`config.mk`:
```
export PLATFORM = sky130hd
export DESIGN_NAME = pipe_ctrl_flat
export DESIGN_NICKNAME = d
export VERILOG_FILES = /design/src/rtl/pipe_ctrl_if.sv /design/src/rtl/pipe_ctrl.sv /design/src/flat_wrapper.sv
export SDC_FILE = /design/constraint.sdc
export NUM_CORES = 1
export LEC_CHECK = 0
export ABC_AREA = 1
export ABC_CLOCK_PERIOD_IN_PS = 1570
export CAP_MARGIN = 0
export CORE_ASPECT_RATIO = 1.5
export CORE_MARGIN = 1
export CORE_UTILIZATION = 50
export CTS_BUF_LIST = sky130_fd_sc_hd__clkbuf_16
export DETAILED_ROUTE_END_ITERATION = 16
export DONT_BUFFER_PORTS = 1
export SETUP_SLACK_MARGIN = 0.4
export SYNTH_ARGS = -nofsm -noshare
export SYNTH_HDL_FRONTEND = slang
export SYNTH_SLANG_ARGS = --single-unit
```
`constraint.sdc`:
```
create_clock -name clk -period 1.57 [get_ports clk]
set_input_delay 0.314 -clock clk [delete_from_list [all_inputs] [get_ports clk]]
set_output_delay 0.314 -clock clk [all_outputs]
set_load 0.01 [all_outputs]
```
`src/rtl/pipe_ctrl_if.sv`:
```
// Pipeline control bundle: hazard/event requests into the sequencer, stage
// enables, flush controls and perf counters out of it.
interface pipe_ctrl_if #(
  parameter int CNT_W = 32
);
  logic             hazard_stall;
  logic             ex_redirect;
  logic             ex_md_start;
  logic             mem_busy;
  logic             PC_En;
  logic             IF_ID_En;
  logic             ID_EX_En;
  logic             EX_MEM_En;
  logic             MEM_WB_En;
  logic             IF_ID_Flush;
  logic             ID_EX_Flush;
  logic             EX_MEM_Flush;
  logic             md_done;
  logic [CNT_W-1:0] stall_cycles;
  logic [CNT_W-1:0] redirect_count;

  modport master (
    output hazard_stall, ex_redirect, ex_md_start, mem_busy,
    input  PC_En, IF_ID_En, ID_EX_En, EX_MEM_En, MEM_WB_En,
    input  IF_ID_Flush, ID_EX_Flush, EX_MEM_Flush, md_done,
    input  stall_cycles, redirect_count
  );

  modport slave (
    input  hazard_stall, ex_redirect, ex_md_start, mem_busy,
    output PC_En, IF_ID_En, ID_EX_En, EX_MEM_En, MEM_WB_En,
    output IF_ID_Flush, ID_EX_Flush, EX_MEM_Flush, md_done,
    output stall_cycles, redirect_count
  );
endinterface

```
`src/rtl/pipe_ctrl.sv`:
```
// Central 5-stage pipeline sequencer: reset flush, mul/div occupancy, mem wait,
// redirect and RAW stall. Optional perf counters under PIPE_CTRL_PERF_EN.
module pipe_ctrl #(
  parameter int MD_LATENCY       = 32,
  parameter int RST_FLUSH_CYCLES = 2,
  parameter int CNT_W            = 32
) (
  input  logic      clk,
  input  logic      rst,
  pipe_ctrl_if.slave pif
);
  // state     | meaning
  // RST_FLUSH | front end held, all pipeline registers loaded with bubbles
  // RUN       | normal issue; mem wait / mul/div / redirect / RAW by priority
  // MD_BUSY   | mul/div occupies EX; front end frozen, bubbles sent to MEM
  // MD_DONE   | EX result mux selects mul/div result; retire and resume
  localparam logic [1:0] ST_RST_FLUSH = 2'd0;
  localparam logic [1:0] ST_RUN       = 2'd1;
  localparam logic [1:0] ST_MD_BUSY   = 2'd2;
  localparam logic [1:0] ST_MD_DONE   = 2'd3;

  localparam int FLUSH_W = (RST_FLUSH_CYCLES > 1) ? $clog2(RST_FLUSH_CYCLES) : 1;
  localparam int MD_W    = (MD_LATENCY > 1) ? $clog2(MD_LATENCY) : 1;
  localparam logic [FLUSH_W-1:0] FLUSH_INIT = FLUSH_W'(RST_FLUSH_CYCLES - 1);
  localparam logic [MD_W-1:0]    MD_INIT    = MD_W'(MD_LATENCY - 1);

  logic [1:0]         state_q, state_d;
  logic [FLUSH_W-1:0] flush_cnt_q, flush_cnt_d;
  logic [MD_W-1:0]    md_cnt_q, md_cnt_d;

  logic pc_en, if_id_en, id_ex_en, ex_mem_en, mem_wb_en;
  logic if_id_flush, id_ex_flush, ex_mem_flush, md_done;

  always_comb begin
    state_d      = state_q;
    flush_cnt_d  = flush_cnt_q;
    md_cnt_d     = md_cnt_q;
    pc_en        = 1'b1;
    if_id_en     = 1'b1;
    id_ex_en     = 1'b1;
    ex_mem_en    = 1'b1;
    mem_wb_en    = 1'b1;
    if_id_flush  = 1'b0;
    id_ex_flush  = 1'b0;
    ex_mem_flush = 1'b0;
    md_done      = 1'b0;
    case (state_q)
      ST_RST_FLUSH: begin
        pc_en        = 1'b0;
        if_id_flush  = 1'b1;
        id_ex_flush  = 1'b1;
        ex_mem_flush = 1'b1;
        if (flush_cnt_q == '0) state_d = ST_RUN;
        else                   flush_cnt_d = flush_cnt_q - 1'b1;
      end
      ST_RUN: begin
        if (pif.mem_busy) begin
          pc_en     = 1'b0;
          if_id_en  = 1'b0;
          id_ex_en  = 1'b0;
          ex_mem_en = 1'b0;
          mem_wb_en = 1'b0;
        end else if (pif.ex_md_start) begin
          pc_en        = 1'b0;
          if_id_en     = 1'b0;
          id_ex_en     = 1'b0;
          ex_mem_flush = 1'b1;
          state_d      = ST_MD_BUSY;
          md_cnt_d     = MD_INIT;
        end else if (pif.ex_redirect) begin
          if_id_flush = 1'b1;
          id_ex_flush = 1'b1;
        end else if (pif.hazard_stall) begin
          pc_en       = 1'b0;
          if_id_en    = 1'b0;
          id_ex_flush = 1'b1;
        end
      end
      ST_MD_BUSY: begin
        pc_en        = 1'b0;
        if_id_en     = 1'b0;
        id_ex_en     = 1'b0;
        ex_mem_flush = 1'b1;
        if (pif.mem_busy) begin
          ex_mem_en = 1'b0;
          mem_wb_en = 1'b0;
        end
        // The unit keeps computing while MEM waits, so the count never pauses.
        if (md_cnt_q == '0) state_d = ST_MD_DONE;
        else                md_cnt_d = md_cnt_q - 1'b1;
      end
      ST_MD_DONE: begin
        md_done = 1'b1;
        if (pif.mem_busy) begin
          pc_en     = 1'b0;
          if_id_en  = 1'b0;
          id_ex_en  = 1'b0;
          ex_mem_en = 1'b0;
          mem_wb_en = 1'b0;
        end else begin
          state_d = ST_RUN;
          if (pif.ex_redirect) begin
            if_id_flush = 1'b1;
            id_ex_flush = 1'b1;
          end else if (pif.hazard_stall) begin
            pc_en       = 1'b0;
            if_id_en    = 1'b0;
            id_ex_flush = 1'b1;
          end
        end
      end
      default: state_d = ST_RST_FLUSH;
    endcase
  end

  always_ff @(posedge clk or posedge rst) begin
    if (rst) begin
      state_q     <= ST_RST_FLUSH;
      flush_cnt_q <= FLUSH_INIT;
      md_cnt_q    <= '0;
    end else begin
      state_q     <= state_d;
      flush_cnt_q <= flush_cnt_d;
      md_cnt_q    <= md_cnt_d;
    end
  end

  assign pif.PC_En        = pc_en;
  assign pif.IF_ID_En     = if_id_en;
  assign pif.ID_EX_En     = id_ex_en;
  assign pif.EX_MEM_En    = ex_mem_en;
  assign pif.MEM_WB_En    = mem_wb_en;
  assign pif.IF_ID_Flush  = if_id_flush;
  assign pif.ID_EX_Flush  = id_ex_flush;
  assign pif.EX_MEM_Flush = ex_mem_flush;
  assign pif.md_done      = md_done;

`ifdef PIPE_CTRL_PERF_EN
  logic             redir_apply;
  logic [CNT_W-1:0] stall_cycles_q, stall_cycles_d;
  logic [CNT_W-1:0] redirect_count_q, redirect_count_d;

  assign redir_apply = pif.ex_redirect && !pif.mem_busy &&
                       ((state_q == ST_RUN && !pif.ex_md_start) || state_q == ST_MD_DONE);

  always_comb begin
    stall_cycles_d   = stall_cycles_q;
    redirect_count_d = redirect_count_q;
    if (state_q != ST_RST_FLUSH && !pc_en && stall_cycles_q != '1)
      stall_cycles_d = stall_cycles_q + 1'b1;
    if (redir_apply && redirect_count_q != '1)
      redirect_count_d = redirect_count_q + 1'b1;
  end

  always_ff @(posedge clk or posedge rst) begin
    if (rst) begin
      stall_cycles_q   <= '0;
      redirect_count_q <= '0;
    end else begin
      stall_cycles_q   <= stall_cycles_d;
      redirect_count_q <= redirect_count_d;
    end
  end

  assign pif.stall_cycles   = stall_cycles_q;
  assign pif.redirect_count = redirect_count_q;
`else
  assign pif.stall_cycles   = '0;
  assign pif.redirect_count = '0;
`endif
endmodule
```
`src/flat_wrapper.sv`:
```
// flat-port wrapper written by rule: the top's interface ports become plain ports
module pipe_ctrl_flat 
#(
  parameter int MD_LATENCY       = 32,
  parameter int RST_FLUSH_CYCLES = 2,
  parameter int CNT_W            = 32
)
  (clk, rst, pif_hazard_stall, pif_ex_redirect, pif_ex_md_start, pif_mem_busy, pif_PC_En, pif_IF_ID_En, pif_ID_EX_En, pif_EX_MEM_En, pif_MEM_WB_En, pif_IF_ID_Flush, pif_ID_EX_Flush, pif_EX_MEM_Flush, pif_md_done, pif_stall_cycles, pif_redirect_count);
  pipe_ctrl_if #(.CNT_W(CNT_W)) pif_i ();
  input  logic clk;
  input  logic rst;
  input wire logic [$bits(pif_i.hazard_stall)-1:0] pif_hazard_stall;
  input wire logic [$bits(pif_i.ex_redirect)-1:0] pif_ex_redirect;
  input wire logic [$bits(pif_i.ex_md_start)-1:0] pif_ex_md_start;
  input wire logic [$bits(pif_i.mem_busy)-1:0] pif_mem_busy;
  output wire logic [$bits(pif_i.PC_En)-1:0] pif_PC_En;
  output wire logic [$bits(pif_i.IF_ID_En)-1:0] pif_IF_ID_En;
  output wire logic [$bits(pif_i.ID_EX_En)-1:0] pif_ID_EX_En;
  output wire logic [$bits(pif_i.EX_MEM_En)-1:0] pif_EX_MEM_En;
  output wire logic [$bits(pif_i.MEM_WB_En)-1:0] pif_MEM_WB_En;
  output wire logic [$bits(pif_i.IF_ID_Flush)-1:0] pif_IF_ID_Flush;
  output wire logic [$bits(pif_i.ID_EX_Flush)-1:0] pif_ID_EX_Flush;
  output wire logic [$bits(pif_i.EX_MEM_Flush)-1:0] pif_EX_MEM_Flush;
  output wire logic [$bits(pif_i.md_done)-1:0] pif_md_done;
  output wire logic [$bits(pif_i.stall_cycles)-1:0] pif_stall_cycles;
  output wire logic [$bits(pif_i.redirect_count)-1:0] pif_redirect_count;
  assign pif_i.hazard_stall = pif_hazard_stall;
  assign pif_i.ex_redirect = pif_ex_redirect;
  assign pif_i.ex_md_start = pif_ex_md_start;
  assign pif_i.mem_busy = pif_mem_busy;
  assign pif_PC_En = pif_i.PC_En;
  assign pif_IF_ID_En = pif_i.IF_ID_En;
  assign pif_ID_EX_En = pif_i.ID_EX_En;
  assign pif_EX_MEM_En = pif_i.EX_MEM_En;
  assign pif_MEM_WB_En = pif_i.MEM_WB_En;
  assign pif_IF_ID_Flush = pif_i.IF_ID_Flush;
  assign pif_ID_EX_Flush = pif_i.ID_EX_Flush;
  assign pif_EX_MEM_Flush = pif_i.EX_MEM_Flush;
  assign pif_md_done = pif_i.md_done;
  assign pif_stall_cycles = pif_i.stall_cycles;
  assign pif_redirect_count = pif_i.redirect_count;
  pipe_ctrl #(.MD_LATENCY(MD_LATENCY), .RST_FLUSH_CYCLES(RST_FLUSH_CYCLES), .CNT_W(CNT_W)) u_core (.clk(clk), .rst(rst), .pif(pif_i));
endmodule
```
==> results of run 1 <==
## worst min-delay path by stage
stage | startpoint | end | slack (ps) | cells after the start
after global routing | pif_ex_md_start | u_core.state_q[1] | 420 | 4
after global placement | rst | u_core.md_cnt_q[2] | 170 | 1
final | pif_mem_busy | u_core.state_q[1] | 380 | 5
after detailed placement | rst | u_core.md_cnt_q[2] | 180 | 1
after floorplan | rst | u_core.md_cnt_q[0] | 130 | 1
after CTS | pif_mem_busy | u_core.state_q[1] | 380 | 5
## cell families (layout without fill, tap and decap cells)
group,after synthesis,in the layout,synth area share [%]
flops,8,8,17.5
compound gates,8,8,3.90
fa+ha+maj,7,7,7.59
buf+inv,82,27,48.2
simple gates,55,55,22.6
other cells,1,64,0.325
## final cells by class
type / count / area [µm²] / area share, %
Multi-Input combinational cell: 134 / 785 / 64.6
Sequential cell: 8 / 204 / 16.8
Tap cell: 22 / 27.5 / 2.27
Inverter: 16 / 65.1 / 5.36
Clock buffer: 3 / 75.1 / 6.18
Clock inverter: 1 / 3.75 / 0.309
Timing Repair Buffer: 7 / 55.1 / 4.53
## worst max-delay path, stage by stage, from the launching register on
cell and delay [ps]:
dfrtp_2 460, ha_4 210, inv_2 70, nand2_4 90
nand3_4 90, o22ai_4 140
## per-layer routing
layer  vias up  track usage (%)  routed length (µm)
met1       338             16.1                 649
met4         0             11.1                  39
met3         4             3.66                 127
li1        380                -                   -
met5         -                0                   0
met2        37             29.2                1150
## cell usage after synthesis
master,count
nand2_4,3
o21ai_1,3
nand3_1,12
a21oi_1,2
ha_1,7
nand2_1,31
dfrtp_1,7
or2_1,1
o22ai_1,2
inv_2,2
inv_1,14
nor2_1,4
o31ai_1,1
nand2_2,1
nand4_1,1
nor2_2,1
conb_1,1
dfstp_2,1
buf_4,66
nand3_2,1
## state kept, by name, summed over array words and instances, names as in the netlist
name                cells
u_core.md_cnt_q         5
u_core.state_q          2
u_core.flush_cnt_q      1
## power by group
group	total, mW	internal (mW)	switching (mW)
Combinational	1.54	0.607	0.934
Clock	0.442	0.333	0.109
Sequential	0.454	0.318	0.136
## through the flow
step                hold slack, ps  utilization (%)
finish                         382             57.8
global route                   415             57.8
CTS                            380             56.8
detailed placement             178             47.3
global placement               172             47.3
floorplan                      129                -
## what timing repair did
| action | CTS | global route |
|---|---|---|
| hold buffers | 1 | 0 |
| buffers inserted | 5 | 0 |
| endpoints found under the setup margin | 16 | 16 |
| hold endpoints to repair | 7 | 0 |
| pin swaps | 3 | 1 |
| resized for setup | 14 | 4 |
==> impl_metrics.ini, run 1 <==
[grt]
grt_max_degree = 9
grt_usage_pct = 16.6
grt_pass1_wl_um = 2760
grt-ovfl-total = 0
grt_pass1_vias = 651
antenna_found_initial = 0

[worst_setup_path]
rr_worst_depth = 8
rr_endpoint = u_core.state_q[0]
endpoint_kind = primary output
cp.arrival_ps = 1300
crit_path_start = u_core.state_q[0]
critPathMaxFanout = 6
worstPathRequired_ps = 1260
critical_path.reg2reg.startpoint = u_core.state_q[0]
r2r_slack_ps = 140
crit_type = register to primary output
critPathCapture = pif_ID_EX_Flush
critPathLaunchType = register

[cts]
cts_tree = done
clock_latency_ps = 240
cts_sinks = 8
htree_levels = 1
clkSlewWorstSetupHoldPaths_ps = 40
clockBufferDepth = 2
numCtsBuffers = 3
cts_root_buf = clkbuf_16

[timing]
tns_ps = -157
worst_slack_ps = -44.3
slew_viol_final = 0
timing.final.crit_period_ps = 1610
finalCritPeriodShare_pct = 103
rsz0062_at_grt = yes
finalSetupViolations = 6
finalHoldViolCount = 0
fmax_ghz = 0.619
skew_ps = 6.45

[logic_synthesis]
ys_types = 20
netlist.top_cell.by_area = buf_4
synth_warnings = 0
synth.avg_cell_area_um2 = 7.17
yosys-top-cells-area = buf_4, dfrtp_1, nand2_1
synth_cells = 161
seq_area_frac_synth_pct = 17.5
syn_area_mm2 = 0.00115
ys_ff_latch = 8
yosysTopAreaCellShare_pct = 43.0

[detailed_routing]
wl_um = 1970
drc = 0
dr.pass1.iters = 4
drt-wirelength-per-cell_um = 10.3
postRouteAntennaNets = 0
drt-initial-drc-count = 2
routed_via_density = 3.97
vias = 759

[placed_design]
gp_congestion = 0.764
portBuffers = 0
dp_hpwl_um = 1440
place_area_um2 = 993
post-place-ws_ps = 70.3
place_inst = 181

[pwr]
p_leak_nw = 0.664
vdd_ir_drop_max_uv = 1060
power_mw = 2.44
power.density_mw_per_mm2 = 2010

[finish]
layout.nets = 183
fill_cells = 216
drive_gt1_share_pct = 24.3
post-route-cell-area_mm2 = 0.00121
final_common_cell = conb_1
area_growth_pct = 5.31
most-common-layout-cells = conb_1, nand2_1, inv_1, nand3_1
layout.cells.non_filler = 191
n_antenna_cell = 0

[die]
num_rows = 20
die_area_mm2 = 0.00251
start_util_pct = 54.9
core_mm2 = 0.00210
die_h_um = 60.8
pin_count = 79
die_w_um = 41.2

[run_status]
outcome = complete, but fails checks
failed_checks = setup timing

[run]
cap_violations = 0

[worst_hold_path]
min_path_type = input pin to register
Power figures use the tool's default switching activity.
==> inputs of run 2 (changes only) <==
--- a/config.mk
+++ b/config.mk
@@ -6,14 +6,13 @@
 export NUM_CORES = 1
 export LEC_CHECK = 0
 export ABC_AREA = 1
-export ABC_CLOCK_PERIOD_IN_PS = 1570
 export CAP_MARGIN = 0
-export CORE_ASPECT_RATIO = 1.5
 export CORE_MARGIN = 1
-export CORE_UTILIZATION = 50
+export CORE_UTILIZATION = 63
 export CTS_BUF_LIST = sky130_fd_sc_hd__clkbuf_16
 export DETAILED_ROUTE_END_ITERATION = 16
 export DONT_BUFFER_PORTS = 1
+export PLACE_DENSITY = 0.79
 export SETUP_SLACK_MARGIN = 0.4
 export SYNTH_ARGS = -nofsm -noshare
 export SYNTH_HDL_FRONTEND = slang
==> impl_metrics.ini, run 2 (same netlist as run 1, synthesis figures left out) <==
[die]
num_rows = 15
pin_count = 79
die_w_um = 44.8
die_h_um = 44.8
die_area_mm2 = 0.00201
core_mm2 = 0.00173
start_util_pct = 66.8

[timing]
finalCritPeriodShare_pct = 104
fin_worst_hold_slack_ps = 407
slew_viol_final = 0
timing.final.crit_period_ps = 1640
finalHoldViolCount = 0
rsz0062_at_grt = yes
fmax_ghz = 0.611
finalSetupViolations = 6
worst_slack_ps = -66.3
skew_ps = 1.20
tns_ps = -207

[worst_setup_path]
path_cells = inv_4, ha_4, nand2_4, nand2_4, nand3_4, o22ai_4
crit_type = register to primary output
critical_path.slowest_cell = dfrtp_2
critPathMaxFanout = 4
worstPathRequired_ps = 1260
max_stage_delay_ps = 450
critPathLaunchType = register
endpoint_kind = primary output
cpMostUsedCell = nand2_4
cp.arrival_ps = 1320

[run_status]
outcome = complete, but fails checks
failed_checks = setup timing

[finish]
largest_register_ffs = 5
fill_cells = 156
post-route-cell-area_mm2 = 0.00121
top_register = u_core.md_cnt_q
drive_gt1_share_pct = 23.2
n_antenna_cell = 0
area_growth_pct = 4.56
largestRegisters = u_core.md_cnt_q (5), u_core.state_q (2), u_core.flush_cnt_q (1)
most-common-layout-cells = conb_1, nand2_1, inv_1, nand3_1, nand2_4
layout.nets = 182
finish.utilization_pct = 69.9
final_common_cell = conb_1

[detailed_routing]
wl_um = 1900
drc = 0
drt-wirelength-per-cell_um = 9.87
dr.pass1.iters = 4
vias = 806
routed_via_density = 4.18
postRouteAntennaNets = 0
drt-initial-drc-count = 13

[run]
cap_violations = 0

[placed_design]
place_area_um2 = 997
gp_congestion = 0.800
dp_hpwl_um = 1320
portBuffers = 0

[grt]
grt_pass1_vias = 677
grt-ovfl-total = 0
antenna_found_initial = 0
grt_pass1_wl_um = 2960
grt_usage_pct = 20.6
grt_max_degree = 9

[cts]
cts_root_buf = clkbuf_16
cts_sinks = 8
cts_tree = done
clockBufferDepth = 2
numCtsBuffers = 3
htree_levels = 1
clock_latency_ps = 230
clkSlewWorstSetupHoldPaths_ps = 40

[pwr]
vdd_ir_drop_max_uv = 1230
p_leak_nw = 0.660
power_mw = 2.42
power.density_mw_per_mm2 = 2010

[worst_hold_path]
min_path_type = input pin to register
==> run 2: what timing repair did <==
action                                  CTS  global route
hold buffers                              1             0
gates resized for setup                  13             3
hold endpoints to repair                  7             0
setup buffers                             4             0
endpoints found under the setup margin   16            16
pin swaps                                 5             2
==> run 2: area by class of cell <==
type	instances	area, µm²	share of cell area, %
sequential	8	204	16.9
clock inverter	1	3.75	0.311
multi-input combinational	134	782	64.8
inverter	16	62.6	5.19
timing repair buffer	6	47.5	3.94
tap	25	31.3	2.59
clock buffer	3	75.1	6.22
==> run 2: per-layer routing <==
metal	global-route usage [%]	wire, µm
met1	21.8	657
met2	36.5	1080
met4	10.3	40
met3	6.80	130
met5	0	0
==> run 2: worst max-delay path, delay by kind of cell (launching register included) <==
| kind | cells | cell delay (ps) |
|---|---|---|
| AO/OA/AOI/OAI | 1 | 160 |
| adder cells (fa/ha/maj) | 1 | 160 |
| buffers and inverters | 1 | 100 |
| flip-flops | 1 | 450 |
| AND/OR/NAND/NOR | 3 | 230 |
==> run 2: report_power, final <==
group	switching (mW)	internal, mW
clock network	0.105	0.332
logic	0.954	0.584
registers	0.127	0.318
total	1.19	1.23
==> run 2: final timing paths <==
| check | from | to | slack (ps) | depth (start not counted) |
|---|---|---|---|---|
| setup / recovery | u_core.state_q[1] | pif_IF_ID_Flush | -70 | 6 |
| hold / removal | pif_mem_busy | u_core.state_q[1] | 410 | 5 |
| setup reg to reg | u_core.state_q[0] | u_core.state_q[0] | 170 | 8 |
| hold reg to reg | u_core.flush_cnt_q | u_core.flush_cnt_q | 440 | 2 |
| max in group asynchronous | rst | u_core.flush_cnt_q | 760 | 2 |
| min in group asynchronous | rst | u_core.md_cnt_q[4] | 520 | 2 |
==> run 2: per-stage QoR <==
step | worst slack [ps] | instances
after floorplan | 201 | 224
after global placement | 136 | 184
after detailed placement | 103 | 184
after CTS | -39.0 | 193
after global routing | -105 | 193
final | -66.3 | 193
==> inputs of run 3 (changes only) <==
--- a/config.mk
+++ b/config.mk
@@ -7,12 +7,15 @@
 export LEC_CHECK = 0
 export ABC_AREA = 1
 export CAP_MARGIN = 0
+export CELL_PAD_IN_SITES_DETAIL_PLACEMENT = 0
+export CELL_PAD_IN_SITES_GLOBAL_PLACEMENT = 1
+export CORE_ASPECT_RATIO = 1.5
 export CORE_MARGIN = 1
-export CORE_UTILIZATION = 63
+export CORE_UTILIZATION = 41
 export CTS_BUF_LIST = sky130_fd_sc_hd__clkbuf_16
 export DETAILED_ROUTE_END_ITERATION = 16
 export DONT_BUFFER_PORTS = 1
-export PLACE_DENSITY = 0.79
+export PLACE_DENSITY_LB_ADDON = 0.1
 export SETUP_SLACK_MARGIN = 0.4
 export SYNTH_ARGS = -nofsm -noshare
 export SYNTH_HDL_FRONTEND = slang
==> impl_metrics.ini, run 3 (same netlist as run 1, synthesis figures left out) <==
[grt]
grt.met3_usage_pct = 4.07
grt_pass1_wl_um = 3000
grtUsageMet1_pct = 13.7
grt_max_degree = 9
grt_pass1_vias = 663
grt-ovfl-total = 0
grtUsageMet2_pct = 25.4
grt_usage_pct = 14.0
antenna_found_initial = 0
busiest_layer = met2

[worst_setup_path]
rr_worst_depth = 8
max_stage_delay_ps = 450
critical_path.reg2reg.startpoint = u_core.state_q[0]
cp.arrival_ps = 1280
crit_family = flip-flops
path_buf_inv = 1
endpoint_kind = primary output
critical_path.slowest_cell = dfrtp_2
path_depth = 6
crit_path_start = u_core.state_q[1]
crit_type = register to primary output
path_cells = inv_4, ha_4, nand2_4, nand2_4, nand3_4, o22ai_4
worstPathRequired_ps = 1260
cpMostUsedCell = nand2_4
critPathLaunchType = register
critPathMaxFanout = 4

[cts]
clkSlewWorstSetupHoldPaths_ps = 40
clock_latency_ps = 240
numCtsBuffers = 3
clockBufferDepth = 2
cts_root_buf = clkbuf_16
cts_tree = done
cts_sinks = 8
htree_levels = 1

[detailed_routing]
wl_um = 2020
vias = 781
drt-wirelength-per-cell_um = 9.78
drc = 0
dr.pass1.iters = 4
routed_via_density = 3.77
drt-initial-drc-count = 10
postRouteAntennaNets = 0

[timing]
finalSetupViolations = 6
fmax_ghz = 0.625
fin_worst_hold_slack_ps = 388
rsz0062_at_grt = yes
finalHoldViolCount = 0
slew_viol_final = 0
timing.final.crit_period_ps = 1600
worst_slack_ps = -29.0
finalCritPeriodShare_pct = 102
skew_ps = 2.41

[finish]
area_growth_pct = 7.92
n_antenna_cell = 0
most-common-layout-cells = conb_1, nand2_1, inv_1, nand3_1
layout.nets = 184
largest_register_ffs = 5
finish.utilization_pct = 46.5
drive_gt1_share_pct = 25.9
final_common_cell = conb_1
largestRegisters = u_core.md_cnt_q (5), u_core.state_q (2), u_core.flush_cnt_q (1)
fill_cells = 303
top_register = u_core.md_cnt_q

[die]
num_rows = 23
start_util_pct = 43.1
core_mm2 = 0.00268
pin_count = 79
die_area_mm2 = 0.00303
die_w_um = 45.3
die_h_um = 67.0

[placed_design]
dp_hpwl_um = 1600
gp_congestion = 0.754
portBuffers = 0
post-place-ws_ps = 81.5

[run]
cap_violations = 0

[pwr]
power.density_mw_per_mm2 = 1990
vdd_ir_drop_max_uv = 827
p_leak_nw = 0.668

[run_status]
outcome = complete, but fails checks
failed_checks = setup timing

[worst_hold_path]
hold_depth = 5
worstHoldStart = pif_mem_busy
min_path_type = input pin to register
## run 3: area by class of cell
| type | count | area [µm²] | area share [%] |
|---|---|---|---|
| tap | 37 | 46.3 | 3.72 |
| timing repair buffer | 8 | 66.3 | 5.33 |
| clock inverter | 1 | 3.75 | 0.302 |
| sequential | 8 | 204 | 16.4 |
| inverter | 16 | 67.6 | 5.43 |
| multi-input combinational | 134 | 782 | 62.8 |
| clock buffer | 3 | 75.1 | 6.03 |
## run 3: final timing paths
check	end	slack (ps)
max	pif_ID_EX_Flush	-30
min	u_core.state_q[1]	390
max reg2reg	u_core.md_cnt_q[3]	120
min reg2reg	u_core.flush_cnt_q	440
max in group asynchronous	u_core.flush_cnt_q	800
min in group asynchronous	u_core.md_cnt_q[3]	480
## run 3: repair_timing
action,in CTS,in global routing
setup endpoints to repair,16,16
endpoints found under the hold margin,7,0
pin swaps,6,2
hold buffers,1,0
gates resized for setup,18,3
setup buffers,5,1
## run 3: routing by layer
layer  wire length (µm)  vias to the layer above
met5                  0                        -
met1                679                      363
met3                112                        4
met4                 27                        0
li1                   -                      384
met2               1210                       30
## run 3: report_power, final
group	internal [mW]	leakage [nW]	total, mW	switching, mW
clock	0.333	0.0423	0.445	0.112
sequential	0.318	0.0890	0.455	0.138
combinational	0.627	0.536	1.57	0.946
total	1.28	0.668	2.47	1.20
## run 3: metrics by stage
stage	area [µm²]	setup TNS [ps]	std cells	power (mW)
after CTS	1220	-120	206	2.42
after global placement	1010	0	196	1.66
after floorplan	1460	0	224	1.60
after global routing	1240	-431	207	2.70
after detailed placement	1010	0	196	1.69
final	1240	-106	207	2.47
## run 3: worst register-to-register path: cells and delay by family (launching register included)
kind / cells / cell delay, ps
AND/OR/NAND/NOR: 5 / 380
adder cells (fa/ha/maj): 1 / 210
flip-flops: 1 / 460
buffers and inverters: 2 / 290
